## src/rtl/ddr_rd_port_arbiter.sv

```systemverilog
// Round-robin arbiter sharing one DDR read engine between two read ports.
// Optional watchdog in WAIT_DONE: define DDR_RD_ARB_TIMEOUT_EN.
module ddr_rd_port_arbiter #(
  parameter int C_M_AXI_ADDR_WIDTH = 32,
  parameter int P_DDR_LOCAL_QUEUE  = 3,
  parameter int P_TIMEOUT_CYCLES   = 65535
) (
  input  logic                          i_clk,
  input  logic                          i_rst,
  input  logic                          i_port0_rd_flag,
  input  logic [P_DDR_LOCAL_QUEUE-1:0]  i_port0_rd_queue,
  input  logic [C_M_AXI_ADDR_WIDTH-1:0] i_port0_rd_byte,
  input  logic                          i_port0_rd_byte_valid,
  output logic                          o_port0_rd_byte_ready,
  output logic                          o_port0_rd_queue_finish,
  input  logic                          i_port1_rd_flag,
  input  logic [P_DDR_LOCAL_QUEUE-1:0]  i_port1_rd_queue,
  input  logic [C_M_AXI_ADDR_WIDTH-1:0] i_port1_rd_byte,
  input  logic                          i_port1_rd_byte_valid,
  output logic                          o_port1_rd_byte_ready,
  output logic                          o_port1_rd_queue_finish,
  output logic [P_DDR_LOCAL_QUEUE-1:0]  o_ddr_rd_queue,
  output logic [C_M_AXI_ADDR_WIDTH-1:0] o_ddr_rd_byte,
  output logic                          o_ddr_rd_port,
  output logic                          o_ddr_rd_valid,
  input  logic                          i_ddr_rd_ready,
  input  logic                          i_ddr_rd_finish,
  output logic                          o_busy,
  output logic                          o_timeout_err
);

  typedef enum logic [1:0] {
    IDLE,
    ISSUE,
    WAIT_DONE,
    DONE
  } state_t;

  state_t state;
  state_t state_nx;

  logic                          last_grant;
  logic [P_DDR_LOCAL_QUEUE-1:0]  cmd_queue;
  logic [C_M_AXI_ADDR_WIDTH-1:0] cmd_byte;
  logic                          cmd_port;

  logic                          elig0;
  logic                          elig1;
  logic                          win0;
  logic                          win1;
  logic                          idle;
  logic                          grant;
  logic [P_DDR_LOCAL_QUEUE-1:0]  grant_queue;
  logic [C_M_AXI_ADDR_WIDTH-1:0] grant_byte;
  logic                          tmo;

  assign elig0 = i_port0_rd_flag & i_port0_rd_byte_valid;
  assign elig1 = i_port1_rd_flag & i_port1_rd_byte_valid;

  // On contention the port that did not win last time goes first
  assign win0 = elig0 & (~elig1 | last_grant);
  assign win1 = elig1 & (~elig0 | ~last_grant);

  assign idle        = (state == IDLE) & i_rst;
  assign grant       = idle & (win0 | win1);
  assign grant_queue = win1 ? i_port1_rd_queue : i_port0_rd_queue;
  assign grant_byte  = win1 ? i_port1_rd_byte : i_port0_rd_byte;

`ifdef DDR_RD_ARB_TIMEOUT_EN
  logic [31:0] wait_cnt;

  always_ff @(posedge i_clk or negedge i_rst) begin
    if (!i_rst) begin
      wait_cnt <= '0;
    end else if (state != WAIT_DONE) begin
      wait_cnt <= '0;
    end else begin
      wait_cnt <= wait_cnt + 32'd1;
    end
  end

  assign tmo = (state == WAIT_DONE) & ~i_ddr_rd_finish &
               (wait_cnt == 32'(P_TIMEOUT_CYCLES - 1));
`else
  assign tmo = 1'b0;
`endif

  always_ff @(posedge i_clk or negedge i_rst) begin
    if (!i_rst) begin
      state <= IDLE;
    end else begin
      state <= state_nx;
    end
  end

  always_comb begin
    state_nx = state;
    unique case (state)
      IDLE: begin
        if (grant) begin
          state_nx = (grant_byte != '0) ? ISSUE : DONE;
        end
      end
      ISSUE: begin
        if (i_ddr_rd_ready) begin
          state_nx = i_ddr_rd_finish ? DONE : WAIT_DONE;
        end
      end
      WAIT_DONE: begin
        if (i_ddr_rd_finish | tmo) begin
          state_nx = DONE;
        end
      end
      DONE: begin
        state_nx = IDLE;
      end
      default: begin
        state_nx = IDLE;
      end
    endcase
  end

  always_ff @(posedge i_clk or negedge i_rst) begin
    if (!i_rst) begin
      last_grant <= 1'b1;
      cmd_queue  <= '0;
      cmd_byte   <= '0;
      cmd_port   <= 1'b0;
    end else if (grant) begin
      last_grant <= win1;
      cmd_queue  <= grant_queue;
      cmd_byte   <= grant_byte;
      cmd_port   <= win1;
    end
  end

  always_comb begin
    o_port0_rd_byte_ready   = idle & win0;
    o_port1_rd_byte_ready   = idle & win1;
    o_port0_rd_queue_finish = (state == DONE) & ~cmd_port;
    o_port1_rd_queue_finish = (state == DONE) & cmd_port;
    o_ddr_rd_valid          = (state == ISSUE);
    o_ddr_rd_queue          = cmd_queue;
    o_ddr_rd_byte           = cmd_byte;
    o_ddr_rd_port           = cmd_port;
    o_busy                  = (state != IDLE);
    o_timeout_err           = tmo;
  end

endmodule

```

## config.mk

```make
export PLATFORM = sky130hd
export DESIGN_NAME = ddr_rd_port_arbiter
export DESIGN_NICKNAME = d
export VERILOG_FILES = /design/src/rtl/ddr_rd_port_arbiter.sv
export SDC_FILE = /design/constraint.sdc
export NUM_CORES = 1
export LEC_CHECK = 0
export ABC_CLOCK_PERIOD_IN_PS = 2350
export CAP_MARGIN = 20
export CORE_MARGIN = 5
export CORE_UTILIZATION = 38
export DETAILED_ROUTE_END_ITERATION = 7
export GPL_TIMING_DRIVEN = 0
export MAX_ROUTING_LAYER = met4
export PLACE_DENSITY = 0.8
export SYNTH_ARGS = -nofsm -noshare
export SYNTH_HDL_FRONTEND = slang
export SYNTH_SLANG_ARGS = --single-unit
```

## constraint.sdc

```tcl
create_clock -name i_clk -period 2.35 [get_ports i_clk]
set_clock_uncertainty 0.1 [all_clocks]
set_input_delay 0.47 -clock i_clk [delete_from_list [all_inputs] [get_ports i_clk]]
set_output_delay 0.47 -clock i_clk [all_outputs]
set_load 0.01 [all_outputs]
```

# [Word-level counts from Yosys, hierarchy flattened]
# Index checks and enable logic that the tools add are counted.
[word_totals] ff_bits=39 in_bits=78 output_inout_bits=43 wordCells=40
[op_classes] n_eq_ne=6 muxes=8 bitwise=17 n_reduce_logical=4
[op_table] op="32-bit two-way mux" count=1
[op_table] op="32-bit nonzero test" count=1
[op_table] op="1-bit bitwise AND" count=10
[op_table] op="2-bit two-way mux" count=4
[op_table] op="2-bit case mux with 4 select lines" count=1
[op_table] op="2-bit == test, second input constant" count=2
[op_table] op="2-bit != test, second input constant" count=2
[op_table] op="1-bit inverter" count=4
[op_table] op="3-bit two-way mux" count=1
[op_table] op="1-bit OR" count=3
[op_table] op="3-bit AND reduction" count=1
[op_table] op="2-bit by 1-bit == test with 1-bit output, second input constant" count=1
[op_table] op="2-bit zero test" count=1
[op_table] op="2-bit by 1-bit != test with 1-bit output, second input constant" count=1
[op_table] op="2-bit nonzero test" count=1
[op_table] op="1-bit two-way mux" count=1

# [Depth between registers and ports, before layout]
# Gate-level depths: netlist of the first run.
[logic_depth] word_depth=9 mapped_depth=7

# [Least setup slack after synthesis of the first run]
# OpenSTA, ideal clock, no wires.
[synth_timing] path_type="input to output" startpoint="input port i_port1_rd_flag" endpoint="output port o_port1_rd_byte_ready" arrival_ns=1.197 slack_ns=0.583 cell_stages=5 path_buffers=2 path_cell_list="nand2_1 a31o_4 buf_8 buf_6 nor2_1"
[synth_between] elab_chain_len=3
[synth_rtl] item="from (decl)" line="16" text="input logic i_port1_rd_flag,"
[synth_rtl] item="1-bit bitwise AND" line="58" text="assign elig1 = i_port1_rd_flag & i_port1_rd_byte_valid;"
[synth_rtl] item="1-bit bitwise AND" line="62" text="assign win1 = elig1 & (~elig0 | ~last_grant);"
[synth_rtl] item="1-bit bitwise AND" line="139" text="o_port1_rd_byte_ready = idle & win1;"
[synth_rtl] item="to (decl)" line="20" text="output logic o_port1_rd_byte_ready,"
# Every way passes these cells.

# [Final worst setup path of the first run]
# Same ends and word-level chain as after synthesis.

==> results of run 1 <==
[what timing repair did]
item / in CTS / in global routing
endpoints found under the hold margin: 20 / 0
resized for setup: 11 / 0
setup endpoints to repair: 2 / 0
hold buffers: 2 / 0
[sequential cells by signal, indices dropped and copies added (netlist names)]
signal,cells
o_ddr_rd_port,1
state,2
o_ddr_rd_byte,32
o_ddr_rd_queue,3
last_grant,1
[cell type report]
class                   instances  area, um^2  share of cell area [%]
flip-flops and latches         39         977                    27.6
plain buffers                  11        72.6                    2.05
clock buffers                   8         100                    2.82
repair buffers                122        1230                    34.8
multi-input cells             156        1040                    29.4
well taps                      72        90.1                    2.54
inverters                       7        26.3                   0.742
[per-layer routing]
metal | share of wire [%] | track usage [%]
met5 | 0 | -
met4 | 1.2 | 4.89
met3 | 6.8 | 4.42
met2 | 51 | 31.8
met1 | 41 | 22.8
[power groups by stage]
| stage | Combinational (mW) | Clock [mW] | Sequential, mW |
|---|---|---|---|
| CTS | 1.83 | 0.502 | 1.21 |
| floorplan | 0.629 | 0 | 1.35 |
| detailed placement | 1.80 | 0 | 1.22 |
| global route | 1.97 | 0.530 | 1.26 |
| finish | 1.80 | 0.491 | 1.20 |
| global placement | 1.76 | 0 | 1.20 |
[critical path, stage by stage]
cell and delay [ps]:
clkdlybuf4s50_1 480, nand2_1 90, a31o_4 240, buf_8 170
nor2_1 90, buf_2 140
[logic make-up (layout without fill, tap and decap cells)]
kind of cell	Yosys count	count (layout)	synth area share, %
simple gates	68	68	15.5
compound gates	47	47	13.5
flops	39	39	46.1
mux	35	35	16.5
buf+inv	19	148	5.20
fa+ha+maj	5	5	2.95
other cells	1	1	0.177
[layout by cell type, fill, tap and decap left out, drive strengths merged]
| cell type | instances |
|---|---|
| clkdlybuf4s50 | 116 |
| nor2 | 41 |
| dfrtp | 38 |
| a21oi | 36 |
| mux2i | 35 |
| nor4 | 16 |
| buf | 13 |
| clkbuf | 9 |
| inv | 7 |
| nand4 | 5 |
| ha | 5 |
| nand2 | 3 |
| o21ai | 3 |
| dlygate4sd3 | 2 |
| a31o | 1 |
| nor2b | 1 |
| and2 | 1 |
| a22oi | 1 |
| o221ai | 1 |
| a21o | 1 |
| a2111oi | 1 |
| nor3 | 1 |
| a211oi | 1 |
| o31ai | 1 |
| a32o | 1 |
| conb | 1 |
| dfstp | 1 |
| dlygate4sd2 | 1 |
[worst paths after layout]
kind	start	endpoint	slack (ps)	depth (start not counted)
setup / recovery	i_port1_rd_flag	o_port1_rd_byte_ready	100	6
hold / removal	i_rst	last_grant$_DFFE_PN1P_	120	2
setup reg to reg	state[0]$_DFFE_PN0P_	o_ddr_rd_byte[1]$_DFFE_PN0P_	480	6
hold reg to reg	o_ddr_rd_byte[31]$_DFFE_PN0P_	o_ddr_rd_byte[31]$_DFFE_PN0P_	430	2
max in group asynchronous	i_rst	o_ddr_rd_byte[8]$_DFFE_PN0P_	820	3
min in group i_clk	o_ddr_rd_byte[31]$_DFFE_PN0P_	o_ddr_rd_byte[31]$_DFFE_PN0P_	430	2
[per-stage QoR]
step | utilization (%) | power (mW) | hold slack [ps]
6_report | 64.7 | 3.50 | 119
5_1_grt | 64.7 | 3.75 | 114
4_1_cts | 64.7 | 3.54 | 111
3_5_place_dp | 62.5 | 3.02 | 379
3_3_place_gp | 62.1 | 2.96 | 404
2_1_floorplan | - | 1.98 | 74.4
==> run summary, run 1 <==
Run status -> complete, no violations
Post-route setup slack -> 104 ps
Initial antenna violation count -> 0
Die Y -> 84.7 um
Max-Cap Viols -> 0
DRC viols -> 0
Global-route wire length before repair -> 10.6 mm
Post-synth EDFFs -> 0
Horiz. Die Dim -> 84.7 um
DRT antenna net count -> 0
Num CTS Buffers -> 5
# nets final -> 425
Critical Path Fanout Max -> 19
Internal power -> 2.30 mW
Final setup viols -> 0
Switching Share -> 34.3%
Synth Cell Area -> 2120 um^2
Non-Filler Instances -> 415
Sequential area share after synthesis -> 46.1%
Post-DP Area -> 3420 um^2
Setup TNS -> 0 ps
Post-synth top area share -> 44.9%
Iteration count of the initial detailed-routing pass -> 4
Least-Margin Pin Slew -> 898 ps
Vias -> 2100
Filler cell count -> 482
Tcrit/Tclk final -> 95.6%
Worst-Skew Late Latency -> 280 ps
Slew headroom -> 39.9%
Max frequency -> 445 MHz
Initial drt markers -> 79
Diode count -> 0
Post-DP HPWL -> 5.40 mm
Sw power -> 1.20 mW
Critical Path Sink Type -> output port
Ys async rst share -> 100%
Startpoint Class -> input port
# rows -> 27
Cells after synthesis -> 214
Final Hold Fails -> 0
Clk network pwr share -> 14.0%
Area leader, netlist -> dfrtp_1
Post-synth top flop -> dfrtp_1
Pwr per Cell Area -> 987 nW/um^2
Pin count of the biggest net entering global routing -> 21
Pleak -> 1.57 nW
Gr usage total -> 18.9%
Routed len/inst -> 15.7 um
Syn nets -> 297
GP Congestion -> 0.893
Longest Clk Path Bufs -> 2
Min-delay worst type -> in2async
Worst path arrival time -> 1680 ps
IO Port Bufs -> 119
Count of cell types in the netlist -> 32
Worst Setup Path Type -> in2out
CTS tree -> built
Seq cells post-synth -> 39
# IOs -> 121
Yosys warns -> 0
WP data required -> 1780 ps
Total gr overflow -> 0
DP Cell Count -> 406
DR vias/cell -> 5.06
Final wirelength -> 6.50 mm
H-tree Lvls -> 2
Max Transition Viols Final -> 0
Most frequent cell after synthesis -> nor2_1
Pre-CTS setup slack -> -443 ps
Sink Count -> 39
Layout cells sized above 1 -> 9.04%
Clock period minus worst slack -> 2250 ps
Starting Density -> 38.7%
Synth top area cells -> dfrtp_1 45%, mux2i_1 17%, a21oi_1 8.5%
Comb pwr share -> 51.6%
Peak supply drop -> 0.000494 V
Die area -> 7170 um^2
Post-Syn Area per Cell -> 9.90 um^2
Vias in the first global route -> 2183
Root buf cell -> clkbuf_8
Area Growth Syn to Fin -> 67.3%
RSZ-0062 raised after global routing -> false
Worst-path clk slew -> 70 ps
Top cells by instance count after synthesis -> 40 x nor2_1, 38 x dfrtp_1, 36 x a21oi_1
Core area -> 5470 um^2
Seq pwr share -> 34.4%
Setup Fix Bufs, Post-CTS -> 0
Post-route cell area -> 3540 um^2
(Power assumes the default switching activity.)
==> run 2, diff against run 1 <==
--- a/config.mk
+++ b/config.mk
@@ -13,6 +13,7 @@
 export GPL_TIMING_DRIVEN = 0
 export MAX_ROUTING_LAYER = met4
 export PLACE_DENSITY = 0.8
+export SETUP_SLACK_MARGIN = 0.2
 export SYNTH_ARGS = -nofsm -noshare
 export SYNTH_HDL_FRONTEND = slang
 export SYNTH_SLANG_ARGS = --single-unit
==> run 2 against run 1 <==
  * Sequential power about the same
  * Sequential share of layout area down 0.46 points
  * Wire length up 2.1%
  * Die area unchanged
  * Fmax up 7.9%
  * Count of clock-buffer cells in the layout unchanged
==> run summary, run 2 (synthesized netlist as in run 1, its figures left out) <==
Min-delay worst type -> in2async
CTS tree -> built
Clock period minus worst slack -> 2080 ps (-164 ps)
Most frequent cells in the layout -> 109 x clkdlybuf4s50_1, 40 x nor2_1, 38 x dfrtp_1
Vias -> 2143 (+2.0%)
Least-Margin Pin Slew -> 906 ps (+8.24 ps)
Final wirelength -> 6.64 mm (+2.1%)
Pin count of the biggest net entering global routing -> 21 (unchanged)
Initial antenna violation count -> 0 (unchanged)
Num CTS Buffers -> 5 (unchanged)
Vias in the first global route -> 2199 (+0.73%)
# IOs -> 121 (unchanged)
Startpoint Class -> flop
Layout cells sized above 1 -> 10.7% (+1.6 points)
Total gr overflow -> 0 (unchanged)
Worst path arrival time -> 1510 ps (-170 ps)
Post-DP Area -> 3420 um^2 (unchanged)
IO Port Bufs -> 119 (unchanged)
Pleak -> 1.65 nW (+5.3%)
Commonest non-fill, non-tap cell in the layout -> clkdlybuf4s50_1
Worst r2r src -> last_grant$_DFFE_PN1P_
Core area -> 5470 um^2 (unchanged)
Final setup viols -> 0 (unchanged)
Peak supply drop -> 0.000494 V (about the same)
Post-DP HPWL -> 5.40 mm (unchanged)
RSZ-0062 raised after global routing -> false
Gr usage total -> 19.2% (+0.23 points)
Number of flip-flops under the largest register name -> 32 (unchanged)
Starting Density -> 38.7% (unchanged)
WP data required -> 1780 ps (about the same)
Filler cell count -> 474 (-1.7%)
DP Cell Count -> 406 (unchanged)
GP Congestion -> 0.893 (unchanged)
Post-route cell area -> 3600 um^2 (+1.7%)
H-tree Lvls -> 2 (unchanged)
Max Transition Viols Final -> 0 (unchanged)
Area Growth Syn to Fin -> 70.1%
Diode count -> 0 (unchanged)
Pwr per Cell Area -> 978 nW/um^2 (-0.92%)
DRT antenna net count -> 0 (unchanged)
Global-route wire length before repair -> 10.7 mm (+0.72%)
Pre-CTS setup slack -> -443 ps (unchanged)
Worst Hold Slack -> 116 ps (-2.67 ps)
Tcrit/Tclk final -> 88.6% (-7.0 points)
DR vias/cell -> 5.11 (+1.1%)
Worst Setup Path Type -> reg2out
Initial drt markers -> 93 (+18%)
Max frequency -> 480 MHz (+7.9%)
Overall Power -> 3.53 mW (+0.75%)
Non-Filler Instances -> 419 (+0.96%)
Slew headroom -> 39.4% (-0.55 points)
# nets final -> 429 (+0.94%)
Die Y -> 84.7 um (unchanged)
Worst-Skew Late Latency -> 280 ps (about the same)
Iteration count of the initial detailed-routing pass -> 4 (unchanged)
Final Hold Fails -> 0 (unchanged)
Critical Path Sink Type -> output port
Capture point of the worst reg-to-reg path -> o_ddr_rd_byte[31]$_DFFE_PN0P_
Post-route setup slack -> 268 ps (+164 ps)
Run status -> complete, no violations
Horiz. Die Dim -> 84.7 um (unchanged)
# rows -> 27 (unchanged)
Routed len/inst -> 15.8 um (+1.1%)
Max-Cap Viols -> 0 (unchanged)
Root buf cell -> clkbuf_8
Critical Path Fanout Max -> 4 (-15)
Worst-path clk slew -> 70 ps (about the same)
Sink Count -> 39 (unchanged)
R2R cell count -> 5 (-1)
Longest Clk Path Bufs -> 2 (unchanged)
R2r setup slk -> 500 ps (+20 ps)
DRC viols -> 0 (unchanged)
Die area -> 7170 um^2 (unchanged)
run 2: cell types whose count changed in the layout (fill, tap and decap cells not counted), moves of 2 or more:
cell | before | now
buf_4 | 1 | 4
buf_12 | 0 | 2
clkdlybuf4s50_1 | 116 | 109
dlymetal6s2s_1 | 0 | 6
run 2: per-layer routing:
metal,share of wire [%],up-vias,track usage [%]
li1,-,1035,-
met1,41,1024,22.8
met2,51,77,32.7
met3,6.9,7,4.42
met4,1.2,0,4.89
met5,0,-,-
run 2: worst max path at each step:
stage                                     from                       to  slack [ps]  depth (start not counted)
after floorplan                i_port1_rd_flag    o_port1_rd_byte_ready         580                          5
after global placement                   i_rst    o_port1_rd_byte_ready       -1540                          4
after detailed placement       i_port1_rd_flag    o_port1_rd_byte_ready        -440                          7
after CTS                      i_port1_rd_flag    o_port1_rd_byte_ready          -4                          7
after global routing      state[1]$_DFFE_PN0P_  o_port1_rd_queue_finish         200                          3
final                     state[1]$_DFFE_PN0P_  o_port1_rd_queue_finish         270                          3
run 2: stage by stage:
step / setup TNS, ps / util, %
detailed placement: -829 / 62.5
finish: 0 / 65.8
floorplan: 0 / -
global route: 0 / 65.8
global placement: -63450 / 62.1
CTS: -4.44 / 65.3
run 2: worst max-delay path, stage by stage, from the launching register on:
cell	delay, ps
dfrtp_1	410
ha_1	180
and2_1	120
clkdlybuf4s50_1	530
run 2: power breakdown:
group          switching [mW]  internal [mW]  total, mW
Clock                   0.222          0.268      0.489
Combinational           0.799           1.03       1.83
Sequential              0.191           1.01       1.21
run 2: layout make-up:
type                            instances  area [um^2]  share of cell area, %
Timing Repair Buffer                  125         1270                   35.1
Inverter                                7         26.3                  0.729
Buffer                                 12         97.6                   2.71
Tap cell                               72         90.1                   2.50
Sequential cell                        39          977                   27.1
Clock buffer                            8          100                   2.78
Multi-Input combinational cell        156         1050                   29.0
run 2: repair_timing:
action,in CTS,in global routing
gates resized for setup,15,9
buffers inserted,1,2
endpoints found under the setup margin,4,5
hold endpoints to repair,20,0
hold buffers,2,0
gates cloned,0,0
==> run 3, diff against run 2 <==
--- a/config.mk
+++ b/config.mk
@@ -7,7 +7,6 @@
 export LEC_CHECK = 0
 export ABC_CLOCK_PERIOD_IN_PS = 2350
 export CAP_MARGIN = 20
-export CORE_MARGIN = 5
 export CORE_UTILIZATION = 38
 export DETAILED_ROUTE_END_ITERATION = 7
 export GPL_TIMING_DRIVEN = 0
==> run 3 against run 2 <==
  * Register-to-register slack better by 20 ps
  * Worst hold slack lost 73 ps
  * Critical endpoint is now o_port1_rd_byte_ready
  * Via count is 0.61% lower
  * Fmax down 0.33%
==> run summary, run 3 (synthesized netlist as in run 1, its figures left out) <==
Die Y -> 76.7 um (-9.4%)
Pin count of the biggest net entering global routing -> 42 (+100%)
R2r setup slk -> 520 ps (+20 ps)
GP Congestion -> 0.815 (-8.7%)
Final setup viols -> 0 (unchanged)
Sink Count -> 39 (unchanged)
Initial drt markers -> 81 (-13%)
Internal power -> 2.25 mW (-2.6%)
Most frequent cells in the layout -> 108 x clkdlybuf4s50_1, 40 x nor2_1, 38 x dfrtp_1
Non-Filler Instances -> 416 (-0.72%)
Diode count -> 0 (unchanged)
Setup TNS -> 0 ps (unchanged)
Tcrit/Tclk final -> 88.9% (+0.29 points)
Commonest non-fill, non-tap cell in the layout -> clkdlybuf4s50_1
Starting Density -> 40.4% (+1.7 points)
Final Hold Fails -> 0 (unchanged)
Die area -> 5880 um^2 (-18%)
Layout cells sized above 1 -> 10.1% (-0.55 points)
Area Growth Syn to Fin -> 67.6%
Sw power -> 1.21 mW (+0.23%)
Comb pwr share -> 52.2% (+0.3 points)
Number of flip-flops under the largest register name -> 32 (unchanged)
Startpoint Class -> input port
DP Cell Count -> 404 (-0.49%)
Longest Clk Path Bufs -> 2 (unchanged)
CP Launch Point -> i_port0_rd_flag
Initial antenna violation count -> 0 (unchanged)
Post-DP HPWL -> 4.86 mm (-9.9%)
Worst Hold Slack -> 43.6 ps (-72.8 ps)
CTS tree -> built
H-tree Lvls -> 2 (unchanged)
Routed len/inst -> 14.8 um (-6.3%)
Root buf cell -> clkbuf_8
# IOs -> 121 (unchanged)
Worst-path clk slew -> 80 ps (about the same)
Multi-input gate area -> 1050 um^2 (unchanged)
WP data required -> 1780 ps (about the same)
Critical Path Sink Type -> output port
Worst path arrival time -> 1520 ps (about the same)
DRT antenna net count -> 0 (unchanged)
Horiz. Die Dim -> 76.7 um (-9.4%)
Critical Path Fanout Max -> 10 (+6)
Pleak -> 1.62 nW (-1.8%)
Worst Setup Path Type -> in2out
Num CTS Buffers -> 5 (unchanged)
Clock period minus worst slack -> 2090 ps (+6.80 ps)
Switching Share -> 35.0% (+0.64 points)
Final wirelength -> 6.17 mm (-7.0%)
# rows -> 26 (-3.7%)
Vias in the first global route -> 2056 (-6.5%)
Peak supply drop -> 0.000467 V (-5.4%)
Max frequency -> 479 MHz (-0.33%)
Worst-Skew Late Latency -> 290 ps (about the same)
Pwr per Cell Area -> 977 nW/um^2 (-0.16%)
Max-Cap Viols -> 0 (unchanged)
Overall Power -> 3.47 mW (-1.6%)
Clk network pwr share -> 12.7% (-1.2 points)
DRC viols -> 0 (unchanged)
Iteration count of the initial detailed-routing pass -> 4 (unchanged)
Storage cell area -> 977 um^2 (unchanged)
DR vias/cell -> 5.12 (+0.11%)
R2R cell count -> 6 (+1)
Vias -> 2130 (-0.61%)
Core area -> 5240 um^2 (-4.3%)
Capture point of the worst reg-to-reg path -> o_ddr_rd_byte[28]$_DFFE_PN0P_
Filler cell count -> 433 (-8.6%)
# nets final -> 428 (-0.23%)
Seq pwr share -> 35.1% (+0.9 points)
IO Port Bufs -> 119 (unchanged)
Total gr overflow -> 0 (unchanged)
Worst r2r src -> state[1]$_DFFE_PN0P_
Global-route wire length before repair -> 9.96 mm (-6.7%)
Max Transition Viols Final -> 0 (unchanged)
Run status -> complete, no violations
Min-delay worst type -> in2async
RSZ-0062 raised after global routing -> false
Final core utilization -> 67.8% (+2.0 points)
Gr usage total -> 21.8% (+2.7 points)
## run 3: worst max-delay path: stages
cell           delay [ps]
dlygate4sd2_1         270
a31o_4                260
buf_12                150
buf_12                150
nor2_1                 80
buf_2                 140
## run 3: worst max path at each step
stage	to	slack [ps]
after floorplan	o_port1_rd_byte_ready	580
after global placement	o_port1_rd_byte_ready	-1540
after detailed placement	o_port1_rd_byte_ready	-450
after CTS	o_busy	230
after global routing	o_port1_rd_byte_ready	200
final	o_port1_rd_byte_ready	260
## run 3: metrics by stage
step | area, um^2 | setup slack [ps]
final | 3550 | 261
after global routing | 3550 | 201
after CTS | 3520 | 231
after detailed placement | 3410 | -450
after global placement | 3400 | -1540
after floorplan | 2120 | 583
## run 3: repair_timing
action                                  4_1_cts  5_1_grt
endpoints found under the setup margin        4        5
hold endpoints to repair                      2        0
buffers inserted                              0        3
hold buffers                                  1        0
resized for setup                            18        4
cloned                                        0        0
pin swaps                                     1        0
## run 3: cell type report
cell class	instances	area share, %
repair buffers	124	34.8
inverters	7	0.740
clock inverters	1	0.141
flip-flops and latches	39	27.5
well taps	70	2.47
plain buffers	12	2.75
clock buffers	7	2.15
multi-input cells	156	29.5
## run 3: power by group through the flow
stage	clock network, mW	logic, mW	registers [mW]
CTS	0.445	1.80	1.22
finish	0.439	1.81	1.22
detailed placement	0	1.77	1.23
floorplan	0	0.629	1.35
global route	0.477	1.96	1.26
global placement	0	1.74	1.21
## run 3: per-layer routing
metal  GRT usage (%)  vias to the layer above  part of all wire, %
met5               -                        -                    0
met3            4.40                        4                  5.5
li1                -                     1037                    -
met4            4.62                        0                 0.71
met2            37.0                       80                   51
met1            26.9                     1009                   43
==> patch: new RTL, config.mk and constraints of run 1 <==
Re-encode `state_t` (4 states) as one-hot, 4 bits wide.
--- a/src/rtl/ddr_rd_port_arbiter.sv
+++ b/src/rtl/ddr_rd_port_arbiter.sv
@@ -31,7 +31,7 @@
 
-  typedef enum logic [1:0] {
-    IDLE,
-    ISSUE,
-    WAIT_DONE,
-    DONE
+  typedef enum logic [3:0] {
+    IDLE      = 4'b0001,
+    ISSUE     = 4'b0010,
+    WAIT_DONE = 4'b0100,
+    DONE      = 4'b1000
   } state_t;
Behaviour: same outputs for any inputs over 10 cycles, from zero or initial values and one cycle with i_rst low; not proved beyond that.
==> patch against run 1 <==
  * Area after synthesis is 9.9% higher
  * Routed wire length increased by 12%
  * Design area grew 8.4%
  * Sequential cell count is 2 higher
  * Cell count grew 5.3%
  * Utilization shrank 0.27 points
  * Power increased by 5.2%
  * Critical path depth stayed put
  * Worst setup slack lost 35 ps
  * Critical endpoint unchanged
  * Largest cell class unchanged
==> patch: results (changes against run 1) <==
Clock network
  – Number of post-CTS setup repair buffers: 4 (+4)
  – Root buffer cell: clkbuf_8
  – Clock-pin slew on the worst setup and hold paths: around 80 ps
  – CTS hold repair buffers: 1 (-1)

STA
  – Rel. slew slack: 46.8% (+6.9 points)
  – Min Tclk post-route: 2280 ps (+34.8 ps)
  – WHS: 74.1 ps (-45.0 ps)

Placed design
  – Cell Area, Placed: 3630 sq um (+6.0%)
  – Routability cong.: 0.805 (-9.9%)
  – Dpl ws: -629 ps (-186 ps)
  – Post-DP HPWL: 5760 microns (+6.8%)
  – Post-Place Cells: 423 (+4.2%)

Global routing
  – GR Util met2: 32.0% (+0.14 points)
  – Largest net degree at the start of global routing: 40 (+90%)
  – Vias in the first global route: 2341 (+7.2%)
  – M1 GR Usage: 24.3% (+1.5 points)
  – Met3 usage: 5.59% (+1.2 points)

Setup path
  – RR Endpoint: o_ddr_rd_byte[10]
  – CP peak stage delay: 440 ps (-40 ps)
  – CP startpoint: i_port0_rd_flag
  – Reg2reg path depth: 5 (-1)
  – R2R Setup Slk: 290 ps (-190 ps)
  – Critical path arrival: 1710 ps (+30 ps)
  – Reg-to-reg startpoint: last_grant

Final layout
  – Share of cells above drive strength 1: 19.1% (+10 points)
  – Non-Filler Instances: 437 (+5.3%)
  – FILL cells: 514 (+6.6%)

Route
  – Vias: 2225 (+6.0%)
  – Met2 Wirelength: 3610 microns (+8.5%)
  – Total Wirelength: 7280 microns (+12%)
  – Met3 wire length: 534 microns (+20%)
  – WL met1: 3070 microns (+16%)
  – DR iter-0 viols: 60 (-24%)

Synthesis
  – Synth area leaders: dfrtp_1 42%, mux2i_1 15%, o21ai_2 11%, nand2_1 6.6%, nor4_1 4.8%
  – Top cells by count, synth: 41 x nand2_1, 39 x dfrtp_1, 36 x mux2i_1
  – Synth cell types: 33 (+3.1%)
  – Syn Nets: 306 (+3.0%)
  – Register area share after synthesis: 44.2% (-2.0 points)
  – Mapped Cells: 228 (+6.5%)

Power and ir drop
  – P_leak: 0.00176 uW (+12%)
  – Worst VDD drop: 449 uV (-9.2%)

Run status
  – Status: finished clean
==> patch: cell families (layout without fill, tap and decap cells) <==
group | count (synthesis) | in the layout | share of synthesized area, %
buf+inv | 17 | 151 | 5.80
mux | 36 | 36 | 15.5
flops | 41 | 41 | 44.2
compound gates | 47 | 47 | 15.6
other cells | 1 | 1 | 0.161
simple gates | 86 | 86 | 18.8
==> patch: cell type report <==
class                           instances  area, sq um  share of cell area, %
Sequential cell                        41         1030                   26.9
Clock inverter                          3         65.1                   1.69
Multi-Input combinational cell        170         1180                   30.8
Buffer                                 12          126                   3.29
Clock buffer                            5         68.8                   1.79
Tap cell                               75         93.8                   2.44
Timing Repair Buffer                  128         1260                   32.8
Inverter                                3         11.3                  0.293
==> patch: power breakdown <==
part	total, uW	switching, uW	internal (uW)
clock	677	255	422
combinational	1790	777	1010
sequential	1210	182	1030
total	3680	1210	2470
